**config.mk**
```make
export PLATFORM = sky130hd
export DESIGN_NAME = serial_adder_ctrl
export DESIGN_NICKNAME = d
export VERILOG_FILES = /design/src/rtl/calc_pkg.sv /design/src/rtl/serial_adder_ctrl_fa.sv /design/src/rtl/serial_adder_ctrl.sv
export SDC_FILE = /design/constraint.sdc
export NUM_CORES = 1
export LEC_CHECK = 0
export BUFFER_PORTS_ARGS = -buffer_cell sky130_fd_sc_hd__buf_2
export CAP_MARGIN = 20
export CORE_MARGIN = 5
export CORE_UTILIZATION = 56
export CTS_BUF_LIST = sky130_fd_sc_hd__clkbuf_16
export DETAILED_ROUTE_END_ITERATION = 8
export GPL_TIMING_DRIVEN = 0
export PLACE_DENSITY = 0.83
export SYNTH_ARGS = -nofsm -noshare
export SYNTH_HDL_FRONTEND = slang
export SYNTH_SLANG_ARGS = --single-unit
export TNS_END_PERCENT = 1
```
**constraint.sdc**
```tcl
create_clock -name clk_i -period 3.3 [get_ports clk_i]
set_input_delay 0.33 -clock clk_i [delete_from_list [all_inputs] [get_ports clk_i]]
set_output_delay 0.33 -clock clk_i [all_outputs]
set_load 0.02 [all_outputs]
```
**src/rtl/calc_pkg.sv**
```systemverilog
// Shared types for the calculator datapath.
// Holds the serial adder FSM encoding and sizing helpers.
package calc_pkg;

   localparam int CALC_WIDTH = 8;

   typedef enum logic [1:0] {
      S_IDLE,
      S_RUN,
      S_DONE
   } serial_state_t;

   function automatic int cnt_width(input int width);
      return (width < 2) ? 1 : $clog2(width);
   endfunction

endpackage

```
**src/rtl/serial_adder_ctrl_fa.sv**
```systemverilog
// One-bit full adder built from two half adders.
// Shared by the bit-serial adder controller.
module half_adder (
   input  logic a_i,
   input  logic b_i,
   output logic s_o,
   output logic c_o
);
   assign s_o = a_i ^ b_i;
   assign c_o = a_i & b_i;
endmodule

module full_adder (
   input  logic a_i,
   input  logic b_i,
   input  logic c_i,
   output logic s_o,
   output logic c_o
);
   logic s0;
   logic c0;
   logic c1;

   half_adder u_ha0 (
      .a_i (a_i),
      .b_i (b_i),
      .s_o (s0),
      .c_o (c0)
   );

   half_adder u_ha1 (
      .a_i (s0),
      .b_i (c_i),
      .s_o (s_o),
      .c_o (c1)
   );

   assign c_o = c0 | c1;
endmodule

```
**src/rtl/serial_adder_ctrl.sv**
```systemverilog
// Bit-serial adder controller: one full-adder cell, LSB first,
// one bit per clock, bracketed by a start/busy/done handshake.
module serial_adder_ctrl
   import calc_pkg::*;
#(
   parameter int WIDTH = 8
) (
   input  logic             clk_i,
   input  logic             rst_i,
   input  logic             start_i,
   input  logic [WIDTH-1:0] a_i,
   input  logic [WIDTH-1:0] b_i,
   input  logic             cin_i,
   output logic             busy_o,
   output logic             done_o,
   output logic [WIDTH-1:0] sum_o,
   output logic             cout_o,
   output logic             ovf_o
);

   localparam int CW = cnt_width(WIDTH);
   localparam logic [CW-1:0] LAST = CW'(WIDTH - 1);

   serial_state_t state, state_n;

   logic [CW-1:0]    cnt;
   logic [WIDTH-1:0] a_sr;
   logic [WIDTH-1:0] b_sr;
   logic [WIDTH-1:0] sum_sr;
   logic             carry;
   logic             cout_q;
   logic             ovf_q;
   logic             fa_s;
   logic             fa_c;
   logic             accept;
   logic             last;

   full_adder u_fa (
      .a_i (a_sr[0]),
      .b_i (b_sr[0]),
      .c_i (carry),
      .s_o (fa_s),
      .c_o (fa_c)
   );

   assign accept = start_i && (state != S_RUN);
   assign last   = (cnt == LAST);

   always_comb begin
      state_n = state;
      unique case (state)
         S_IDLE:  if (start_i) state_n = S_RUN;
         S_RUN:   if (last) state_n = S_DONE;
         S_DONE:  state_n = start_i ? S_RUN : S_IDLE;
         default: state_n = S_IDLE;
      endcase
   end

   always_ff @(posedge clk_i) begin
      if (rst_i) begin
         state  <= S_IDLE;
         cnt    <= '0;
         a_sr   <= '0;
         b_sr   <= '0;
         sum_sr <= '0;
         carry  <= 1'b0;
         cout_q <= 1'b0;
         ovf_q  <= 1'b0;
      end else begin
         state <= state_n;
         if (accept) begin
            a_sr   <= a_i;
            b_sr   <= b_i;
            carry  <= cin_i;
            cnt    <= '0;
            sum_sr <= '0;
            cout_q <= 1'b0;
            ovf_q  <= 1'b0;
         end else if (state == S_RUN) begin
            sum_sr <= {fa_s, sum_sr[WIDTH-1:1]};
            a_sr   <= a_sr >> 1;
            b_sr   <= b_sr >> 1;
            carry  <= fa_c;
            cnt    <= cnt + CW'(1);
            // carry still holds the carry into the MSB here
            if (last) begin
               cout_q <= fa_c;
               ovf_q  <= carry ^ fa_c;
            end
         end
      end
   end

   assign busy_o = (state == S_RUN);
   assign done_o = (state == S_DONE);
   assign sum_o  = sum_sr;
   assign cout_o = cout_q;
   assign ovf_o  = ovf_q;

endmodule

```
==> out/qor.yml <==
grt:
  overflow: 0
  grt_start_max_net_pins: 11
  grt_use_total: 0.186
  grt_pass1_vias: 1118
  antenna_found_initial: 0
  grt_pass1_wl_um: 4910
cells_and_area:
  nets: 203
  n_antenna_cell: 0
  drive_above_1_share: 0.320
  stdcell_count: 211
  syn_to_final_growth_pct: 23.6
  postLayoutCellArea_sq_mm: 0.00171
detailed_routing:
  drc_errors: 0
  drtIter0Drc: 20
  avgViaCountPerCell: 5.23
  routed_wl_um: 2970
  vias: 1103
  drtAntennaViolNets: 0
  detail_route.wl_per_cell_um: 14.1
  dr.pass1.iters: 4
critical_path:
  crit_type: "register to output port"
  cp-start-kind: "register"
  cp.arrival_ps: 1350
  worstPathRequired_ps: 2970
  worst_path_largest_cell_delay_ps: 380
  path_max_fanout: 10
  critical-path-top-delay-family: "buffers and inverters"
  crit_slowest_cell: "dfxtp_1"
  crit_buf_inv: 4
  crit_chain: "nand2b_1, buf_6, inv_2, buf_4, buf_2"
  crit_path_end_kind: "output port"
synthesis:
  synth-seq-cells: 32
  yosys-top-cells-area: "dfxtp_1 (46%), mux2i_1 (12%), a211oi_1 (8.1%)"
  yosys_warnings: 0
  synth_nets: 166
  yosysTopAreaCellShare: 0.463
  synth.distinct_cells: 26
  syn_area_per_cell_sq_um: 9.68
  syn_inst: 143
  netlist_area_sq_mm: 0.00138
  yosysTopAreaCell: "dfxtp_1"
  synth_seq_area_share: 0.463
pwr:
  p_comb_frac: 0.115
  power.net_switching_mw: 0.230
  peakVddDrop_mv: 0.399
  powerDensity_mw_per_mm2: 563
  power_frac_clock: 0.445
  p_int_mw: 0.732
  switching_share: 0.239
  seq_power_share: 0.440
  p_total_mw: 0.963
  leakage_nw: 0.768
die:
  io_pins: 32
  die_w_um: 59.7
  die_height_um: 59.7
  coreArea_sq_mm: 0.00241
  start_util: 0.574
  rows: 18
  die_area_sq_mm: 0.00357
status:
  outcome: "finished clean"
clocking:
  cts_tree: "done"
  ctsResizeCount: 0
  clock-root-buffer: "clkbuf_16"
  post-cts-setup-buffers: 0
  clockBufferDepth: 2
  ctsHoldBuffers: 0
  cts_num_sinks: 32
  numCtsBuffers: 5
  htree_num_levels: 2
  clock_latency_ps: 270
  clk_pin_slew_worst_paths_ps: 50
sta:
  max_freq_mhz: 596
  tns_ps: 0
  drv_slew: 0
  fin_ws_ps: 1620
  worstMarginPinSlew_ps: 445
  maxSlewHeadroom: 0.704
  period_minus_slack_ps: 1680
  clock_skew_ps: 4.87
  finalHoldViolCount: 0
  finalSetupViolCount: 0
  fin_crit_sh: 0.509
  rsz0062_at_grt: "false"
placed_design:
  dp_hpwl_um: 2100
  pre_cts_ws_ps: 1920
  gp_congestion: 0.760
  port_buffers: 30
  placed_area_sq_mm: 0.00157
  placedCellCount: 203
worst_hold_path:
  hold_class: "input port to register"
run:
  maxCapViolCount: 0
## power groups by stage
| stage | clock, mW | combinational [mW] | sequential, mW |
|---|---|---|---|
| after floorplan | 0 | 0.0803 | 0.428 |
| after global placement | 0 | 0.106 | 0.430 |
| after detailed placement | 0 | 0.110 | 0.431 |
| after CTS | 0.433 | 0.112 | 0.424 |
| after global routing | 0.457 | 0.122 | 0.426 |
| final | 0.428 | 0.111 | 0.424 |
## layout by cell type (no fill, tap or decap), types with 2 or more instances in the layout
master     count
nand3_1        2
buf_2         34
a211oi_1      15
a21oi_1        3
dfxtp_1       32
mux2i_1       17
buf_4          2
buf_6          3
a21oi_2        9
nand2_1       22
nor2_1        17
clkbuf_16      5
clkinv_2       2
nor3_1         2
ha_1           2
## cells in the mapped netlist (all sizes together)
cell and count:
ha 2, a21oi 12, nand2b 1, inv 2, nand3 2, nor2 18
a21o 1, xor2 1, xnor2 1, mux2i 17, fa 1, nor2b 1
buf 11, nand3b 1, nor3 2, a2bb2oi 1, nand2 22, a211oi 15
dfxtp 32
## stage by stage
step	utilization	hold WS, ps
2_1_floorplan	-	440
4_1_cts	0.710	373
3_3_place_gp	0.652	444
6_report	0.710	368
5_1_grt	0.710	398
3_5_place_dp	0.652	448
## worst register-to-register path, delay by kind of cell, from the launching register on
kind	cells	cell delay (ps)
AND/OR/NAND/NOR	1	120
XOR/XNOR	1	190
flip-flops	1	340
AO/OA/AOI/OAI	1	130
adder cells (fa/ha/maj)	1	480
## state kept, by name, indices dropped and copies added (netlist names)
| name | count |
|---|---|
| sum_o | 8 |
| state | 2 |
| cnt | 3 |
| a_sr | 8 |
| carry | 1 |
| b_sr | 8 |
| ovf_o | 1 |
| cout_o | 1 |
## cell type report
class	count	area [sq um]
Fill cell	194	699
Multi-Input combinational cell	98	648
Sequential cell	32	641
Timing Repair Buffer	30	150
Clock buffer	5	125
Buffer	11	87.6
Tap cell	30	37.5
Clock inverter	3	13.8
Inverter	2	7.51
## path summary, 6_finish.rpt
path | start | endpoint | slack [ps] | cells past startpoint
worst max-delay path | state[0]$_SDFFE_PP0P_ | busy_o | 1620 | 5
worst min-delay path | a_i[7] | a_sr[7]$_SDFFE_PP0P_ | 370 | 3
worst max register to register | carry$_SDFFE_PP0P_ | ovf_o$_SDFFE_PP0P_ | 1970 | 4
worst min register to register | ovf_o$_SDFFE_PP0P_ | ovf_o$_SDFFE_PP0P_ | 450 | 2
## metal layers
metal	routed length [um]	GRT usage
met5	0	0
met4	40	0.0854
met3	175	0.0540
met2	1440	0.304
met1	1310	0.223
## cells by family after synthesis
group	count (synthesis)	share of synthesized area
xor+xnor	2	0.0127
mux	17	0.123
fa+ha+maj	3	0.0325
simple gates	47	0.139
flops	32	0.463
buf+inv	13	0.0687
compound gates	29	0.161
No activity file was read; power rests on OpenSTA's default activity.
